File: config.mk
export PLATFORM = sky130hd
export DESIGN_NAME = bk_kbd_ctrl_flat
export DESIGN_NICKNAME = d
export VERILOG_FILES = /design/src/rtl/bk_kbd_ctrl_if.sv /design/src/rtl/bk_kbd_ctrl.sv /design/src/flat_wrapper.sv
export SDC_FILE = /design/constraint.sdc
export NUM_CORES = 1
export LEC_CHECK = 0
export ABC_AREA = 0
export BUFFER_PORTS_ARGS = -buffer_cell sky130_fd_sc_hd__buf_2
export CORE_MARGIN = 4
export CORE_UTILIZATION = 51
export DETAILED_ROUTE_END_ITERATION = 12
export PLACE_DENSITY = 0.76
export SLEW_MARGIN = 20
export SYNTH_ARGS = -nofsm -noshare
export SYNTH_HDL_FRONTEND = slang
export SYNTH_SLANG_ARGS = --single-unit
File: constraint.sdc
create_clock -name m_clock -period 3.9 [get_ports m_clock]
set_clock_uncertainty 0.15 [all_clocks]
set_input_delay 0 -clock m_clock [delete_from_list [all_inputs] [get_ports m_clock]]
set_output_delay 0 -clock m_clock [all_outputs]
set_load 0.005 [all_outputs]
File: src/rtl/bk_kbd_ctrl_if.sv
// Keyboard front-end bus bundle.
//   master : PS/2 receiver + CPU side (drives scan bytes and the read strobe)
//   slave  : bk_kbd_ctrl (drives FIFO head and key status)
// Signals:
//   scan_code[7:0], scan_valid  : set-2 scan byte and its one-cycle strobe
//   read_kbd                    : high while the CPU addresses 0177662
//   kbd_data[7:0], kbd_available, kbd_ar2 : FIFO head
//   stopkey, keydown            : F12 held / last queued key held
interface bk_kbd_ctrl_if;
  logic [7:0] scan_code;
  logic       scan_valid;
  logic       read_kbd;
  logic [7:0] kbd_data;
  logic       kbd_available;
  logic       kbd_ar2;
  logic       stopkey;
  logic       keydown;

  modport master (
    output scan_code, scan_valid, read_kbd,
    input  kbd_data, kbd_available, kbd_ar2, stopkey, keydown
  );

  modport slave (
    input  scan_code, scan_valid, read_kbd,
    output kbd_data, kbd_available, kbd_ar2, stopkey, keydown
  );
endinterface

File: src/rtl/bk_kbd_ctrl.sv
// bk_kbd_ctrl: PS/2 set-2 scan codes -> BK KOI-7 key codes, queued in a FIFO.
// Ports:
//   m_clock : system clock
//   p_reset : asynchronous active-high reset
//   kbd     : bk_kbd_ctrl_if.slave (scan input, read strobe, FIFO head, status)
// Pipeline: the scan byte is decoded/translated into push_q/push_ent on the
// strobe edge; the next edge writes the FIFO and refreshes the registered head.
module bk_kbd_ctrl #(
  parameter int DEPTH   = 4,
  parameter int SKIP_E1 = 7
) (
  input  logic         m_clock,
  input  logic         p_reset,
  bk_kbd_ctrl_if.slave kbd
);
  localparam int AW = $clog2(DEPTH);
  localparam int CW = $clog2(SKIP_E1 + 1);

  typedef struct packed {
    logic       ar2;
    logic [7:0] code;
  } kbd_ent_t;

  typedef enum logic [2:0] {ST_IDLE, ST_EXT, ST_BRK, ST_EXT_BRK, ST_SKIP} st_t;

  // Returns {valid, code}; valid=0 for unmapped keys.
  function automatic logic [8:0] xlat(input logic ext, input logic [7:0] sc,
                                      input logic shift, input logic ctrl);
    logic       lv, dv;
    logic [4:0] n;
    logic [3:0] d;
    logic [8:0] r;
    r = '0; lv = 1'b1; dv = 1'b1; n = '0; d = '0;
    case (sc)
      8'h1C: n = 5'd0;  8'h32: n = 5'd1;  8'h21: n = 5'd2;  8'h23: n = 5'd3;
      8'h24: n = 5'd4;  8'h2B: n = 5'd5;  8'h34: n = 5'd6;  8'h33: n = 5'd7;
      8'h43: n = 5'd8;  8'h3B: n = 5'd9;  8'h42: n = 5'd10; 8'h4B: n = 5'd11;
      8'h3A: n = 5'd12; 8'h31: n = 5'd13; 8'h44: n = 5'd14; 8'h4D: n = 5'd15;
      8'h15: n = 5'd16; 8'h2D: n = 5'd17; 8'h1B: n = 5'd18; 8'h2C: n = 5'd19;
      8'h3C: n = 5'd20; 8'h2A: n = 5'd21; 8'h1D: n = 5'd22; 8'h22: n = 5'd23;
      8'h35: n = 5'd24; 8'h1A: n = 5'd25;
      default: lv = 1'b0;
    endcase
    case (sc)
      8'h45: d = 4'd0; 8'h16: d = 4'd1; 8'h1E: d = 4'd2; 8'h26: d = 4'd3;
      8'h25: d = 4'd4; 8'h2E: d = 4'd5; 8'h36: d = 4'd6; 8'h3D: d = 4'd7;
      8'h3E: d = 4'd8; 8'h46: d = 4'd9;
      default: dv = 1'b0;
    endcase
    if (ext) begin
      case (sc)
        8'h75:   r = {1'b1, 8'o032};
        8'h72:   r = {1'b1, 8'o033};
        8'h6B:   r = {1'b1, 8'o010};
        8'h74:   r = {1'b1, 8'o031};
        default: r = '0;
      endcase
    end else if (lv) begin
      r = {1'b1, ctrl  ? 8'h01 + {3'b0, n} :
                 shift ? 8'h61 + {3'b0, n} : 8'h41 + {3'b0, n}};
    end else if (dv) begin
      r = {1'b1, (shift && d != 4'd0) ? 8'h20 + {4'b0, d} : 8'h30 + {4'b0, d}};
    end else begin
      case (sc)
        8'h5A:   r = {1'b1, 8'o012};
        8'h29:   r = {1'b1, 8'o040};
        8'h66:   r = {1'b1, 8'o030};
        8'h0D:   r = {1'b1, 8'o011};
        default: r = '0;
      endcase
    end
    return r;
  endfunction

  // ---------------- prefix FSM / decode ----------------
  st_t           st, st_n;
  logic [CW-1:0] skip_cnt, cnt_n;
  logic          make_v, brk_v, key_ext;
  logic [8:0]    key, last_key, xl;
  logic          shift, ctrl, ar2, stopkey, keydown;
  logic          is_shift, is_ctrl, is_ar2, is_stop;
  logic          push_q, rd_q;
  kbd_ent_t      push_ent;

  always_comb begin
    st_n    = st;
    cnt_n   = skip_cnt;
    make_v  = 1'b0;
    brk_v   = 1'b0;
    key_ext = 1'b0;
    if (kbd.scan_valid) begin
      unique case (st)
        ST_IDLE: begin
          if (kbd.scan_code == 8'hE0)      st_n = ST_EXT;
          else if (kbd.scan_code == 8'hF0) st_n = ST_BRK;
          else if (kbd.scan_code == 8'hE1) begin
            st_n  = ST_SKIP;
            cnt_n = CW'(SKIP_E1);
          end else make_v = 1'b1;
        end
        ST_EXT: begin
          if (kbd.scan_code == 8'hF0) st_n = ST_EXT_BRK;
          else begin
            make_v  = 1'b1;
            key_ext = 1'b1;
            st_n    = ST_IDLE;
          end
        end
        ST_BRK: begin
          brk_v = 1'b1;
          st_n  = ST_IDLE;
        end
        ST_EXT_BRK: begin
          brk_v   = 1'b1;
          key_ext = 1'b1;
          st_n    = ST_IDLE;
        end
        ST_SKIP: begin
          cnt_n = skip_cnt - CW'(1);
          if (skip_cnt <= CW'(1)) st_n = ST_IDLE;
        end
        default: st_n = ST_IDLE;
      endcase
    end
  end

  assign key      = {key_ext, kbd.scan_code};
  assign xl       = xlat(key_ext, kbd.scan_code, shift, ctrl);
  assign is_shift = !key_ext && (kbd.scan_code == 8'h12 || kbd.scan_code == 8'h59);
  assign is_ctrl  = kbd.scan_code == 8'h14;
  assign is_ar2   = kbd.scan_code == 8'h11;
  assign is_stop  = !key_ext && kbd.scan_code == 8'h07;

  always_ff @(posedge m_clock or posedge p_reset) begin
    if (p_reset) begin
      st       <= ST_IDLE;
      skip_cnt <= '0;
      shift    <= 1'b0;
      ctrl     <= 1'b0;
      ar2      <= 1'b0;
      stopkey  <= 1'b0;
      keydown  <= 1'b0;
      last_key <= '0;
      push_q   <= 1'b0;
      push_ent <= '0;
      rd_q     <= 1'b0;
    end else begin
      st       <= st_n;
      skip_cnt <= cnt_n;
      rd_q     <= kbd.read_kbd;
      push_q   <= 1'b0;
      if (make_v) begin
        if (is_shift)     shift   <= 1'b1;
        else if (is_ctrl) ctrl    <= 1'b1;
        else if (is_ar2)  ar2     <= 1'b1;
        else if (is_stop) stopkey <= 1'b1;
        else if (xl[8]) begin
          last_key <= key;
          keydown  <= 1'b1;
          push_q   <= 1'b1;
          push_ent <= '{ar2: ar2, code: xl[7:0]};
        end
      end
      if (brk_v) begin
        if (is_shift)     shift   <= 1'b0;
        if (is_ctrl)      ctrl    <= 1'b0;
        if (is_ar2)       ar2     <= 1'b0;
        if (is_stop)      stopkey <= 1'b0;
        if (key == last_key) keydown <= 1'b0;
      end
    end
  end

  // ---------------- FIFO ----------------
  kbd_ent_t          mem [DEPTH];
  logic [AW-1:0]     wr_ptr, rd_ptr, rd_n;
  logic [AW:0]       count, count_n;
  logic              pop, push_ok;
  kbd_ent_t          head, head_n;

  assign pop     = rd_q && !kbd.read_kbd && (count != '0);
  // A pop in the same cycle frees the slot, so a full FIFO still accepts.
  assign push_ok = push_q && ((count != (AW+1)'(DEPTH)) || pop);
  assign rd_n    = rd_ptr + AW'(pop);
  assign count_n = count + (AW+1)'(push_ok) - (AW+1)'(pop);

  // Head after this edge; bypass the entry being written when it lands at
  // the new read pointer (push into empty, or push+pop at count 1).
  always_comb begin
    head_n = '0;
    if (count_n != '0)
      head_n = (push_ok && wr_ptr == rd_n) ? push_ent : mem[rd_n];
  end

  always_ff @(posedge m_clock) begin
    if (push_ok) mem[wr_ptr] <= push_ent;
  end

  always_ff @(posedge m_clock or posedge p_reset) begin
    if (p_reset) begin
      wr_ptr <= '0;
      rd_ptr <= '0;
      count  <= '0;
      head   <= '0;
    end else begin
      if (push_ok) wr_ptr <= wr_ptr + AW'(1);
      rd_ptr <= rd_n;
      count  <= count_n;
      head   <= head_n;
    end
  end

  assign kbd.kbd_data      = head.code;
  assign kbd.kbd_ar2       = head.ar2;
  assign kbd.kbd_available = (count != '0);
  assign kbd.stopkey       = stopkey;
  assign kbd.keydown       = keydown;
endmodule
File: src/flat_wrapper.sv
// flat-port wrapper written by rule: the top's interface ports become plain ports
module bk_kbd_ctrl_flat 
#(
  parameter int DEPTH   = 4,
  parameter int SKIP_E1 = 7
)
  (m_clock, p_reset, kbd_scan_code, kbd_scan_valid, kbd_read_kbd, kbd_kbd_data, kbd_kbd_available, kbd_kbd_ar2, kbd_stopkey, kbd_keydown);
  bk_kbd_ctrl_if kbd_i ();
  input  logic m_clock;
  input  logic p_reset;
  input wire logic [$bits(kbd_i.scan_code)-1:0] kbd_scan_code;
  input wire logic [$bits(kbd_i.scan_valid)-1:0] kbd_scan_valid;
  input wire logic [$bits(kbd_i.read_kbd)-1:0] kbd_read_kbd;
  output wire logic [$bits(kbd_i.kbd_data)-1:0] kbd_kbd_data;
  output wire logic [$bits(kbd_i.kbd_available)-1:0] kbd_kbd_available;
  output wire logic [$bits(kbd_i.kbd_ar2)-1:0] kbd_kbd_ar2;
  output wire logic [$bits(kbd_i.stopkey)-1:0] kbd_stopkey;
  output wire logic [$bits(kbd_i.keydown)-1:0] kbd_keydown;
  assign kbd_i.scan_code = kbd_scan_code;
  assign kbd_i.scan_valid = kbd_scan_valid;
  assign kbd_i.read_kbd = kbd_read_kbd;
  assign kbd_kbd_data = kbd_i.kbd_data;
  assign kbd_kbd_available = kbd_i.kbd_available;
  assign kbd_kbd_ar2 = kbd_i.kbd_ar2;
  assign kbd_stopkey = kbd_i.stopkey;
  assign kbd_keydown = kbd_i.keydown;
  bk_kbd_ctrl #(.DEPTH(DEPTH), .SKIP_E1(SKIP_E1)) u_core (.m_clock(m_clock), .p_reset(p_reset), .kbd(kbd_i));
endmodule
==> impl_results.html <==
<table>
<tr><th>Metric</th><th>Value</th></tr>
<tr><th colspan="2">Critical path</th></tr>
<tr><td>Nature of the critical path startpoint</td><td>flip-flop</td></tr>
<tr><td>Crit Path Max Fanout</td><td>14</td></tr>
<tr><td>Reg-to-reg slack, setup</td><td>between 0.9 and 1 ns</td></tr>
<tr><td>Endpoint of the lowest-slack register-to-register path</td><td>u_core.kbd.kbd_ar2$_DFF_PP0_</td></tr>
<tr><td>Highest cell delay on the worst timing path</td><td>0.66 ns</td></tr>
<tr><td>Critical path launch point</td><td>u_core.count[1]$_DFF_PP0_</td></tr>
<tr><td>Worst R2R Start</td><td>u_core.count[1]$_DFF_PP0_</td></tr>
<tr><td>Register-to-Register Path Depth</td><td>7</td></tr>
<tr><td>Arrival time reported for the critical path endpoint</td><td>just over 3 ns</td></tr>
<tr><td>Setup CP Type</td><td>reg2reg</td></tr>
<tr><td>Worst Setup End Kind</td><td>flip-flop</td></tr>
<tr><td>Critical path endpoint</td><td>u_core.kbd.kbd_ar2$_DFF_PP0_</td></tr>
<tr><td>Ordered list of cells on the worst path</td><td>or3_1, nor2b_1, ha_1, xnor2_1, nand3_1, mux2i_1, nor2_1</td></tr>
<tr><td>Data required time of the worst path</td><td>3.99 ns</td></tr>
<tr><td>Slowest-stage cell, CP</td><td>ha_1</td></tr>
<tr><th colspan="2">Global routing</th></tr>
<tr><td>Overall global routing resource usage</td><td>0.187</td></tr>
<tr><td>Antenna violations before repair</td><td>0</td></tr>
<tr><td>Total gr overflow</td><td>0</td></tr>
<tr><td>Number of global-route vias before repair</td><td>~3400</td></tr>
<tr><td>Pin count of the biggest net entering global routing</td><td>48</td></tr>
<tr><td>Wire length of the first global-routing pass</td><td>around 17000 um</td></tr>
<tr><th colspan="2">Yosys</th></tr>
<tr><td>Most used standard cells in the synthesized netlist</td><td>47 x dfrtp_1, 36 x edfxtp_1, 35 x nor2_1, 26 x inv_1</td></tr>
<tr><td>Number of flops mapped to enable cells by yosys</td><td>36</td></tr>
<tr><td>Fraction of registers with async set/reset</td><td>0.566</td></tr>
<tr><td>Library cell occupying the most area in the post-synthesis netlist</td><td>dfrtp_1</td></tr>
<tr><td>Post-Syn Area per Cell</td><td>roughly 11 um2</td></tr>
<tr><td>Synthesized netlist cell count</td><td>440</td></tr>
<tr><td>Number of library cell types mapped by synthesis</td><td>84</td></tr>
<tr><td>Share of the synthesized area in the top cell type</td><td>0.238</td></tr>
<tr><td>Flip-flop and latch count after synthesis</td><td>a little over 80</td></tr>
<tr><td>Total nets after synthesis</td><td>~460</td></tr>
<tr><td>Most frequently used flop master after synthesis</td><td>dfrtp_1</td></tr>
<tr><td>Top post-synthesis cells by area</td><td>dfrtp_1 24%, edfxtp_1 22%, mux4_2 4.1%, mux2i_1 2.8%, xnor2_1 2.8%</td></tr>
<tr><td>Sequential-to-total area share from yosys stat</td><td>0.458</td></tr>
<tr><td>Synthesized cell area</td><td>between 4000 and 5000 um2</td></tr>
<tr><td>Most frequent cell after synthesis</td><td>dfrtp_1</td></tr>
<tr><td>Yosys warning total</td><td>0</td></tr>
<tr><th colspan="2">Layout</th></tr>
<tr><td>Fillers</td><td>a little over 800</td></tr>
<tr><td>Antenna cell count</td><td>0</td></tr>
<tr><td>Multi-input gate area</td><td>between 2000 and 2500 um2</td></tr>
<tr><td>Final net count</td><td>approximately 470</td></tr>
<tr><td>Fraction of layout cells with a size suffix above 1</td><td>0.178</td></tr>
<tr><td>Area grow syn2layout</td><td>6.06%</td></tr>
<tr><td>Total area of sequential cells</td><td>about 2300 um2</td></tr>
<tr><th colspan="2">Floorplan</th></tr>
<tr><td>Die Y</td><td>about 110 um</td></tr>
<tr><td>I/O pin count</td><td>24</td></tr>
<tr><td>Total die area</td><td>11300 um2</td></tr>
<tr><td>Initial standard-cell utilization of the core</td><td>0.529</td></tr>
<tr><td>Chip Width</td><td>106 um</td></tr>
<tr><td>Number of standard-cell rows in the floorplan</td><td>35</td></tr>
<tr><td>Core footprint</td><td>about 9300 um2</td></tr>
<tr><th colspan="2">Clocking</th></tr>
<tr><td>Clock Path Buffers</td><td>2</td></tr>
<tr><td>Insertion delay of the later-clocked pin in the worst-skew pair</td><td>roughly 0.35 ns</td></tr>
<tr><td>Root buf cell</td><td>clkbuf_8</td></tr>
<tr><td>Worst-path clk slew</td><td>around 0.09 ns</td></tr>
<tr><td>Count of H-tree levels built during CTS</td><td>3</td></tr>
<tr><td>TritonCTS clock tree</td><td>done</td></tr>
<tr><td>CTS Sinks</td><td>83</td></tr>
<tr><td>Total clock buffers created by CTS</td><td>9</td></tr>
<tr><th colspan="2">Place</th></tr>
<tr><td>Post-DP HPWL</td><td>between 7000 and 8000 um</td></tr>
<tr><td>Buffers added on ports</td><td>23</td></tr>
<tr><td>Routability cong.</td><td>between 0.8 and 0.9</td></tr>
<tr><th colspan="2">Pwr</th></tr>
<tr><td>Total power per unit cell area</td><td>just under 500 nW/um2</td></tr>
<tr><td>Leakage power summed over all cells</td><td>2.01 nW</td></tr>
<tr><td>Max VDD drop</td><td>approximately 0.42 mV</td></tr>
<tr><th colspan="2">STA</th></tr>
<tr><td>Slew Limit Fails</td><td>0</td></tr>
<tr><td>Final setup violation count</td><td>0</td></tr>
<tr><td>Worst slew pin tran</td><td>around 0.89 ns</td></tr>
<tr><td>Sum of negative setup slack</td><td>0 ns</td></tr>
<tr><td>Highest achievable clock rate</td><td>between 300 and 400 MHz</td></tr>
<tr><td>Shortest period the worst path allows</td><td>around 3.0 ns</td></tr>
<tr><td>Setup repair after global routing missed its margin</td><td>no</td></tr>
<tr><td>Post-route worst hold slack</td><td>around 0.062 ns</td></tr>
<tr><td>Final clock period utilization by the worst path</td><td>0.759</td></tr>
<tr><td>Worst max-slew margin expressed relative to the limit</td><td>0.397</td></tr>
<tr><td>Hold violation total from the final report</td><td>0</td></tr>
<tr><th colspan="2">Run status</th></tr>
<tr><td>Status</td><td>complete, no violations</td></tr>
<tr><th colspan="2">Detailed routing</th></tr>
<tr><td>Number of nets with antenna violations after detailed routing</td><td>0</td></tr>
<tr><td>Number of violations reported at the end of detailed-routing iteration 0</td><td>roughly 220</td></tr>
<tr><td>Drc violations</td><td>0</td></tr>
<tr><td>Per-cell routed wire length</td><td>about 17 um</td></tr>
<tr><td>Vias/cell</td><td>5.99</td></tr>
<tr><td>Detailed-routing iteration count for the pre-antenna-repair pass</td><td>6</td></tr>
<tr><td>DR vias</td><td>3491</td></tr>
<tr><td>Wirelength, routed</td><td>approximately 10000 um</td></tr>
<tr><th colspan="2">Min path</th></tr>
<tr><td>Kind of path behind the tightest hold check</td><td>in2reg</td></tr>
<tr><th colspan="2">Job</th></tr>
<tr><td># Max-Cap Violations</td><td>0</td></tr>
</table>
[final cells by class]
class / count / area share
clock buffers: 9 / 0.0237
clock inverters: 7 / 0.0122
flip-flops and latches: 83 / 0.431
inverters: 27 / 0.0206
well taps: 129 / 0.0309
repair buffers: 28 / 0.0306
multi-input cells: 300 / 0.451
[power breakdown]
group          total [mW]  internal, mW  switching (mW)
Clock               0.566         0.239           0.327
Combinational       0.818         0.409           0.409
Sequential           1.22          1.11           0.111
Total                2.60          1.76           0.846
[worst max-delay path: cells and delay by family, from the launching register on]
family | cells | cell delay [ns]
xor gates and xnor gates | 1 | 0.18
muxes | 1 | 0.36
and+or+nand+nor | 4 | 1.07
DFF | 1 | 0.44
adders and majority gates | 1 | 0.66
[flip-flops by register name, indices dropped and copies added, names as in the netlist, named ones only]
register / cells
u_core.push_ent: 9
u_core.mem: 36
u_core.count: 3
u_core.rd_q: 1
u_core.skip_cnt: 3
u_core.rd_ptr: 2
u_core.push_q: 1
u_core.last_key: 9
u_core.st: 3
u_core.kbd.kbd_ar2: 1
u_core.kbd.stopkey: 1
u_core.kbd.keydown: 1
u_core.ctrl: 1
u_core.wr_ptr: 2
u_core.kbd.kbd_data: 8
u_core.ar2: 1
[layer usage]
metal | wire length (um) | global-route usage | up-vias
met5 | 0 | 0 | -
met4 | 127 | 0.0481 | 0
met3 | 666 | 0.0346 | 16
met2 | 4950 | 0.308 | 133
met1 | 4400 | 0.256 | 1683
li1 | - | - | 1659
[cells in the final DEF, fill, tap and decap left out, drive strengths merged, types with 14 or more instances in the layout]
cell type,synthesis,final
dfrtp,47,47
edfxtp,36,36
buf,23,25
nor2,35,35
o21ai,15,15
nand2,18,18
xnor2,16,16
a21oi,19,19
mux2i,14,14
inv,27,27
[through the flow]
stage	utilization	setup slack (ns)	total power, mW	cells	instance area, um2
floorplan	-	0.915	1.86	440	4930
global placement	0.537	1.01	2.03	564	5010
detailed placement	0.537	0.890	2.07	564	5010
CTS	0.561	0.861	2.64	583	5230
global route	0.561	0.722	2.78	583	5230
finish	0.561	0.940	2.60	583	5230
[worst min path at each step]
| stage | start | end | slack, ns | depth (start not counted) |
|---|---|---|---|---|
| 3_5_place_dp | kbd_read_kbd | u_core.rd_q$_DFF_PP0_ | -0.03 | 1 |
| 5_1_grt | kbd_scan_code[5] | u_core.st[0]$_DFFE_PP0P_ | 0.06 | 3 |
| 2_1_floorplan | kbd_read_kbd | u_core.rd_q$_DFF_PP0_ | -0.12 | 0 |
| 6_report | kbd_scan_code[5] | u_core.st[0]$_DFFE_PP0P_ | 0.06 | 3 |
| 4_1_cts | kbd_scan_code[5] | u_core.st[0]$_DFFE_PP0P_ | 0.04 | 3 |
| 3_3_place_gp | kbd_read_kbd | u_core.rd_q$_DFF_PP0_ | -0.03 | 1 |
[cell families (layout without fill, tap and decap cells)]
family / after synthesis / count (layout) / share of synthesized area
AOI/OAI and AO/OA: 89 / 89 / 0.141
xor gates and xnor gates: 20 / 20 / 0.0355
adders and majority gates: 11 / 11 / 0.0294
buffers and inverters: 57 / 71 / 0.0644
DFF: 83 / 83 / 0.458
muxes: 33 / 33 / 0.0939
and+or+nand+nor: 147 / 147 / 0.178
[repair_timing]
action,in CTS,in global routing
hold buffers,3,0
hold endpoints to repair,55,0
gates resized for setup,0,0
buffers inserted,0,0
Note: power is estimated with default switching activity, not from simulation.
